### config.mk
export PLATFORM = sky130hd
export DESIGN_NAME = fetch_stage_flat
export DESIGN_NICKNAME = d
export VERILOG_FILES = /design/src/rtl/rv32_pkg.sv /design/src/rtl/fetch_stage_if.sv /design/src/rtl/fetch_stage_if_id_reg.sv /design/src/rtl/fetch_stage.sv /design/src/flat_wrapper.sv
export SDC_FILE = /design/constraint.sdc
export NUM_CORES = 1
export LEC_CHECK = 0
export CORE_MARGIN = 3
export CORE_UTILIZATION = 49
export DETAILED_ROUTE_END_ITERATION = 16
export PLACE_DENSITY = 0.83
export SLEW_MARGIN = 0
export SYNTH_ARGS = -nofsm -noshare
export SYNTH_HDL_FRONTEND = slang
export SYNTH_HIERARCHICAL = 1
export SYNTH_SLANG_ARGS = --single-unit
### constraint.sdc
create_clock -name Clk_Core -period 3.1 [get_ports Clk_Core]
set_clock_uncertainty 0.2 [all_clocks]
set_input_delay 0.775 -clock Clk_Core [delete_from_list [all_inputs] [get_ports Clk_Core]]
set_output_delay 0.775 -clock Clk_Core [all_outputs]
set_load 0.1 [all_outputs]
### src/rtl/rv32_pkg.sv
// Shared RV32 pipeline types and constants used by the fetch stage and the
// downstream decode stage.
package rv32_pkg;

    localparam int          XLEN        = 32;
    localparam logic [31:0] NOP_INSTR   = 32'h0000_0013;
    localparam int          INSTR_BYTES = 4;

    typedef enum logic [1:0] {
        S_BOOT,
        S_RUN,
        S_FAULT
    } fetch_state_t;

    typedef struct packed {
        logic [31:0]     instr;
        logic [XLEN-1:0] pc;
        logic [XLEN-1:0] pc_plus4;
        logic            valid;
    } if_id_t;

    // RV32I without the C extension only allows word-aligned fetch targets.
    function automatic logic is_misaligned(input logic [1:0] addr_lsb);
        return addr_lsb != 2'b00;
    endfunction

endpackage

### src/rtl/fetch_stage_if.sv
// Fetch-side bundle: instruction memory port, redirect input from execute and
// the IF/ID handshake toward decode.
interface fetch_stage_if #(
    parameter int DWIDTH = 32
);
    logic [DWIDTH-1:0] Program_Count;
    logic [31:0]       Instruction;
    logic              Redirect_Valid;
    logic [DWIDTH-1:0] Redirect_Target;
    logic              ID_Ready;
    logic              ID_Valid;
    logic [31:0]       ID_Instruction;
    logic [DWIDTH-1:0] ID_PC;
    logic [DWIDTH-1:0] ID_PC_Plus4;
    logic              Fetch_Fault;
    logic [31:0]       Fetch_Count;

    modport master (
        output Program_Count,
        output ID_Valid,
        output ID_Instruction,
        output ID_PC,
        output ID_PC_Plus4,
        output Fetch_Fault,
        output Fetch_Count,
        input  Instruction,
        input  Redirect_Valid,
        input  Redirect_Target,
        input  ID_Ready
    );

    modport slave (
        input  Program_Count,
        input  ID_Valid,
        input  ID_Instruction,
        input  ID_PC,
        input  ID_PC_Plus4,
        input  Fetch_Fault,
        input  Fetch_Count,
        output Instruction,
        output Redirect_Valid,
        output Redirect_Target,
        output ID_Ready
    );

endinterface

### src/rtl/fetch_stage_if_id_reg.sv
// IF/ID slot register: reset to a NOP bubble, flush drops validity, load
// captures a new fetched instruction.
module if_id_reg
    import rv32_pkg::*;
(
    input  logic   clk,
    input  logic   srst,
    input  logic   load,
    input  logic   flush,
    input  if_id_t slot_d,
    output if_id_t slot_q
);

    if_id_t slot_next;

    // Flush wins over load so a redirect never lets a wrong-path word through.
    always_comb begin
        slot_next = slot_q;
        if (flush) begin
            slot_next.valid = 1'b0;
        end else if (load) begin
            slot_next       = slot_d;
            slot_next.valid = 1'b1;
        end
    end

    always_ff @(posedge clk) begin
        if (srst) begin
            slot_q <= '{instr: NOP_INSTR, pc: '0, pc_plus4: '0, valid: 1'b0};
        end else begin
            slot_q <= slot_next;
        end
    end

endmodule

### src/rtl/fetch_stage.sv
// RV32I PC generator and IF/ID pipeline slot wrapped around an
// asynchronous-read instruction memory.
module fetch_stage
    import rv32_pkg::*;
#(
    parameter int                DWIDTH   = 32,
    parameter logic [DWIDTH-1:0] RESET_PC = '0
) (
    input  logic          Clk_Core,
    input  logic          Rst_Core,
    fetch_stage_if.master bus
);

    fetch_state_t      state_q, state_d;
    logic [DWIDTH-1:0] pc_q, pc_d;
    logic              fault_q, fault_d;
    logic [31:0]       count_q, count_d;

    logic [DWIDTH-1:0] pc_plus4;
    logic              load;
    logic              capture;
    logic              flush;
    logic              target_misaligned;
    if_id_t            slot_d, slot_q;

    assign pc_plus4          = pc_q + DWIDTH'(INSTR_BYTES);
    assign load              = !slot_q.valid || bus.ID_Ready;
    assign target_misaligned = is_misaligned(bus.Redirect_Target[1:0]);

    always_comb begin
        state_d = state_q;
        pc_d    = pc_q;
        fault_d = fault_q;
        count_d = count_q;
        capture = 1'b0;
        flush   = 1'b0;
        case (state_q)
            S_BOOT: begin
                state_d = S_RUN;
                if (bus.Redirect_Valid) begin
                    pc_d = bus.Redirect_Target;
                    if (target_misaligned) begin
                        state_d = S_FAULT;
                        fault_d = 1'b1;
                    end
                end
            end
            S_RUN: begin
                if (bus.Redirect_Valid) begin
                    // The word at pc_q is wrong-path; fetch resumes from the
                    // target next cycle, costing one bubble.
                    pc_d  = bus.Redirect_Target;
                    flush = 1'b1;
                    if (target_misaligned) begin
                        state_d = S_FAULT;
                        fault_d = 1'b1;
                    end
                end else if (load) begin
                    capture = 1'b1;
                    pc_d    = pc_plus4;
                    count_d = count_q + 32'd1;
                end
            end
            S_FAULT: begin
                flush = 1'b1;
            end
            default: begin
                state_d = S_FAULT;
                fault_d = 1'b1;
                flush   = 1'b1;
            end
        endcase
    end

    always_ff @(posedge Clk_Core) begin
        if (Rst_Core) begin
            state_q <= S_BOOT;
            pc_q    <= RESET_PC;
            fault_q <= 1'b0;
            count_q <= '0;
        end else begin
            state_q <= state_d;
            pc_q    <= pc_d;
            fault_q <= fault_d;
            count_q <= count_d;
        end
    end

    assign slot_d = '{
        instr:    bus.Instruction,
        pc:       XLEN'(pc_q),
        pc_plus4: XLEN'(pc_plus4),
        valid:    1'b1
    };

    if_id_reg u_if_id_reg (
        .clk    (Clk_Core),
        .srst   (Rst_Core),
        .load   (capture),
        .flush  (flush),
        .slot_d (slot_d),
        .slot_q (slot_q)
    );

    assign bus.Program_Count  = pc_q;
    assign bus.ID_Valid       = slot_q.valid;
    assign bus.ID_Instruction = slot_q.instr;
    assign bus.ID_PC          = DWIDTH'(slot_q.pc);
    assign bus.ID_PC_Plus4    = DWIDTH'(slot_q.pc_plus4);
    assign bus.Fetch_Fault    = fault_q;
    assign bus.Fetch_Count    = count_q;

endmodule

### src/flat_wrapper.sv
// flat-port wrapper written by rule: the top's interface ports become plain ports
module fetch_stage_flat import rv32_pkg::*;
#(
    parameter int                DWIDTH   = 32,
    parameter logic [DWIDTH-1:0] RESET_PC = '0
)
  (Clk_Core, Rst_Core, bus_Program_Count, bus_ID_Valid, bus_ID_Instruction, bus_ID_PC, bus_ID_PC_Plus4, bus_Fetch_Fault, bus_Fetch_Count, bus_Instruction, bus_Redirect_Valid, bus_Redirect_Target, bus_ID_Ready);
  fetch_stage_if #(.DWIDTH(DWIDTH)) bus_i ();
  input  logic Clk_Core;
  input  logic Rst_Core;
  output wire logic [$bits(bus_i.Program_Count)-1:0] bus_Program_Count;
  output wire logic [$bits(bus_i.ID_Valid)-1:0] bus_ID_Valid;
  output wire logic [$bits(bus_i.ID_Instruction)-1:0] bus_ID_Instruction;
  output wire logic [$bits(bus_i.ID_PC)-1:0] bus_ID_PC;
  output wire logic [$bits(bus_i.ID_PC_Plus4)-1:0] bus_ID_PC_Plus4;
  output wire logic [$bits(bus_i.Fetch_Fault)-1:0] bus_Fetch_Fault;
  output wire logic [$bits(bus_i.Fetch_Count)-1:0] bus_Fetch_Count;
  input wire logic [$bits(bus_i.Instruction)-1:0] bus_Instruction;
  input wire logic [$bits(bus_i.Redirect_Valid)-1:0] bus_Redirect_Valid;
  input wire logic [$bits(bus_i.Redirect_Target)-1:0] bus_Redirect_Target;
  input wire logic [$bits(bus_i.ID_Ready)-1:0] bus_ID_Ready;
  assign bus_Program_Count = bus_i.Program_Count;
  assign bus_ID_Valid = bus_i.ID_Valid;
  assign bus_ID_Instruction = bus_i.ID_Instruction;
  assign bus_ID_PC = bus_i.ID_PC;
  assign bus_ID_PC_Plus4 = bus_i.ID_PC_Plus4;
  assign bus_Fetch_Fault = bus_i.Fetch_Fault;
  assign bus_Fetch_Count = bus_i.Fetch_Count;
  assign bus_i.Instruction = bus_Instruction;
  assign bus_i.Redirect_Valid = bus_Redirect_Valid;
  assign bus_i.Redirect_Target = bus_Redirect_Target;
  assign bus_i.ID_Ready = bus_ID_Ready;
  fetch_stage #(.DWIDTH(DWIDTH), .RESET_PC(RESET_PC)) u_core (.Clk_Core(Clk_Core), .Rst_Core(Rst_Core), .bus(bus_i));
endmodule
# Word-level counts from Yosys, hierarchy flattened
# Index checks and enable logic that the tools add are counted.
# Widths: inputs -> output; s select.
[op_classes] add_sub_neg=2 eq_ne=8 mux=17 n_bitwise=3 n_reduce_logical=12
[ops] operator="$mux 32" count=3
[ops] operator="$pmux 32 s2" count=1
[ops] operator="$add 32x1->32 const B" count=1
[ops] operator="$add 32x3->32 const B" count=1
[ops] operator="$reduce_and 3->1" count=4
[ops] operator="$mux 2" count=4
[ops] operator="$mux 1" count=6
[ops] operator="$ne 2x1->1 const B" count=3
[ops] operator="$pmux 2 s3" count=1
[ops] operator="$ne 2x2->1 const B" count=2
[ops] operator="$pmux 1 s2" count=2
[ops] operator="$reduce_bool 2->1" count=2
[ops] operator="$reduce_or 2->1" count=2
[ops] operator="$ne 3x2->1 const B" count=1
[ops] operator="$not 1->1" count=3
[ops] operator="$eq 2x1->1 const B" count=1
[ops] operator="$eq 2x2->1 const B" count=1
[ops] operator="$logic_not 2->1" count=1
[ops] operator="$reduce_and 2->1" count=1
[ops] operator="$logic_not 1->1" count=1
[ops] operator="$logic_or 1x1->1" count=1
[totals] register_bits=164 output_inout_bits=162

# Longest topological paths before layout
[logic_depth] depth_word=6 mapped_depth=8 depth_no_buf=7

# Modules after synthesis
# The synthesis kept the hierarchy.
[by_module_without_submodules] mod="if_id_reg" n_inst=1 cells_per_inst=439 area_each_um2=4369.2 seq_area_each_um2=1941.9
[by_module_without_submodules] mod="fetch_stage" n_inst=1 cells_per_inst=501 area_each_um2=3891.2 seq_area_each_um2=1341.3

# Worst setup path before layout
# No wires, ideal clock.
[synth_path] kind="register to register" from="register u_core.count_q[2] (netlist: u_core/bus.Fetch_Count[2])" to="register u_core.count_q[31] (netlist: u_core/bus.Fetch_Count[31])" setup_ns=0.070 arrival_ns=2.780 setup_slack_ns=0.050 stages_incl_launch_ff=7 synth_period_minus_slack_ns=3.050 cell_sequence="dfxtp_1 > and4_2 > nand4_4 > or4_1 > buf_2 > or3_1 > a21oi_1"
[synth_between] elab_chain_len=1
[synth_lines] element="start, declared" line="fetch_stage.sv:17" source="logic [31:0] count_q, count_d;"
[synth_lines] element="start signal, assigned" line="fetch_stage.sv:85" source="count_q <= count_d;"
[synth_lines] element="$add 32x1->32" line="fetch_stage.sv:61" source="count_d = count_q + 32'd1;"
# No other way between the ends.
# A chain may end at the register's enable or synchronous reset.

# Worst setup path after layout
[layout_path] from="register u_core.pc_q[14] (netlist: u_core/bus.Program_Count[14])" to="register u_core/u_if_id_reg/slot_q[25] (netlist name)"
[layout_between] elab_chain_len=1
[layout_lines] element="start, declared" line="fetch_stage.sv:15" source="logic [DWIDTH-1:0] pc_q, pc_d;"
[layout_lines] element="start signal, assigned" line="fetch_stage.sv:83" source="pc_q <= pc_d;"
[layout_lines] element="$add 32x3->32" line="fetch_stage.sv:26" source="assign pc_plus4 = pc_q + DWIDTH'(INSTR_BYTES);"
[layout_lines] element="named net u_core.pc_plus4[24]" line="fetch_stage.sv:19" source="logic [DWIDTH-1:0] pc_plus4;"
# The timed path passes the listed nets, and every way through them passes these cells.

==> results.toml <==
[grt]
globalRouteTotalUtil = 0.261
grt_max_degree = 112
grt_pass1_vias = 7206
overflow = 0
antenna_found_initial = 1
grt_pass1_wl_mm = 38.9

[drt]
drtIter0Drc = 635
wl_per_cell_um = 18.3
drc = 0
drtAntennaViolNets = 0
vias = 7926
wl_mm = 25.0
via_per_inst = 5.80
drt_pass1_iterations = 5

[sta]
fin_setup_tns_ns = 0
finalMaxSlewViolations = 0
hold_violations = 0
setup_violations = 0
min_period_over_period = 0.874
rsz0062_at_grt = "false"
max-slew-margin-rel = 0.554
min_period_ns = 2.71
tightestPinTransition_ns = 0.663
fmax_mhz = 369

[floorplan]
core-area_um2 = 16200
die_w_um = 136
start_util = 0.511
die_area_um2 = 18400
io_pins = 230
fp.dieH_um = 136
rows = 46

[logic_synthesis]
syn_inst = 939
syn_area_um2 = 8260
syn_nets = 1009
synth_area_per_cell_um2 = 8.79
yosysWarnings = 6

[clock_network]
cts_tree = "yes"
cts.sinks = 164
clkTransAtPathRegs_ns = 0.06
cts_max_path_buffers = 2
hold_buffers = 0
cts_resized = 0
cts_inserted_buffers = 17
root_buffer = "clkbuf_16"
clk_latency_ns = 0.42
post_cts_buffers = 0
htree_levels = 4

[placed_design]
dp_hpwl_mm = 16.9
gp_congestion = 0.892
postPlaceCellArea_um2 = 10400
portBuffers = 229

[critical_path]
crit_arrival_ns = 2.85
crit_fanout = 9
critPathLaunchType = "flop"
end_kind = "flop"
crit_required_ns = 3.25
critPathKind = "reg -> reg"

[final_layout]
n_fill_cell = 1302
area_growth_pct = 33.3
final_cell_mix = "buf_4 (192), dfxtp_1 (164), nand2b_1 (99)"
stdcell_area_um2 = 11000
nets = 1209
final_common_cell = "buf_4"
drive_gt1_frac = 0.209

[power]
peakVddDrop_mv = 0.391
cellLeakagePower_nw = 4.13
p_total_mw = 5.38
p_per_area_nw_per_um2 = 489

[job]
maxCapViolCount = 0

[min_path]
min_path_type = "reg -> reg"

[run_status]
status = "finished clean"
registers in the layout, summed over array words and instances, names as in the netlist:
register,cells
u_core/u_if_id_reg/slot_q,97
u_core/bus.Fetch_Count,32
u_core/bus.Program_Count,32
u_core/state_q,2
u_core/bus.Fetch_Fault,1
worst max-delay path: stages, from the launching register on:
cell	delay (ns)
dfxtp_1	0.52
nand4_1	0.29
or3_1	0.47
nor4_1	0.62
xor2_1	0.30
nand4bb_1	0.13
o21ai_0	0.10
layer usage:
layer	part of all wire	up-vias	global-route usage
met5	0	-	0
met2	0.47	386	0.409
met4	0.025	0	0.0907
li1	-	3768	-
met1	0.42	3719	0.356
met3	0.093	53	0.0596
power by group:
part | leakage (nW) | switching (mW) | internal, mW
sequential | 1.33 | 0.0798 | 2.16
clock | 0.275 | 0.844 | 1.28
combinational | 2.53 | 0.671 | 0.340
total | 4.13 | 1.60 | 3.78
layout make-up:
class                   instances  area [um2]  share of cell area
clock inverters                 9         131              0.0119
diodes                          1        2.50            0.000227
repair buffers                268        2290               0.208
clock buffers                  21         450              0.0409
inverters                      18        67.6             0.00614
well taps                     216         270              0.0246
flip-flops and latches        164        3280               0.298
multi-input cells             670        4500               0.409
worst paths after layout:
| kind | start | end | slack [ns] | cells past startpoint |
|---|---|---|---|---|
| worst max-delay path | u_core/bus.Program_Count[14] | u_core/u_if_id_reg/slot_q[25] | 0.39 | 6 |
| worst min register to register | u_core/u_if_id_reg/slot_q[74] | u_core/u_if_id_reg/slot_q[74] | 0.26 | 2 |
| worst min-delay path | u_core/u_if_id_reg/slot_q[74] | u_core/u_if_id_reg/slot_q[74] | 0.26 | 2 |
| worst max register to register | u_core/bus.Program_Count[14] | u_core/u_if_id_reg/slot_q[25] | 0.39 | 6 |
through the flow:
| step | instances | hold slack [ns] | utilization | worst slack [ns] |
|---|---|---|---|---|
| after floorplan | 939 | 0.304 | - | 0.0499 |
| after global placement | 1336 | 0.253 | 0.644 | 0.0792 |
| after detailed placement | 1336 | 0.254 | 0.644 | 0.0370 |
| after CTS | 1366 | 0.266 | 0.680 | 0.463 |
| after global routing | 1367 | 0.279 | 0.680 | 0.178 |
| final | 1367 | 0.264 | 0.680 | 0.392 |
Power figures use the tool's default switching activity.
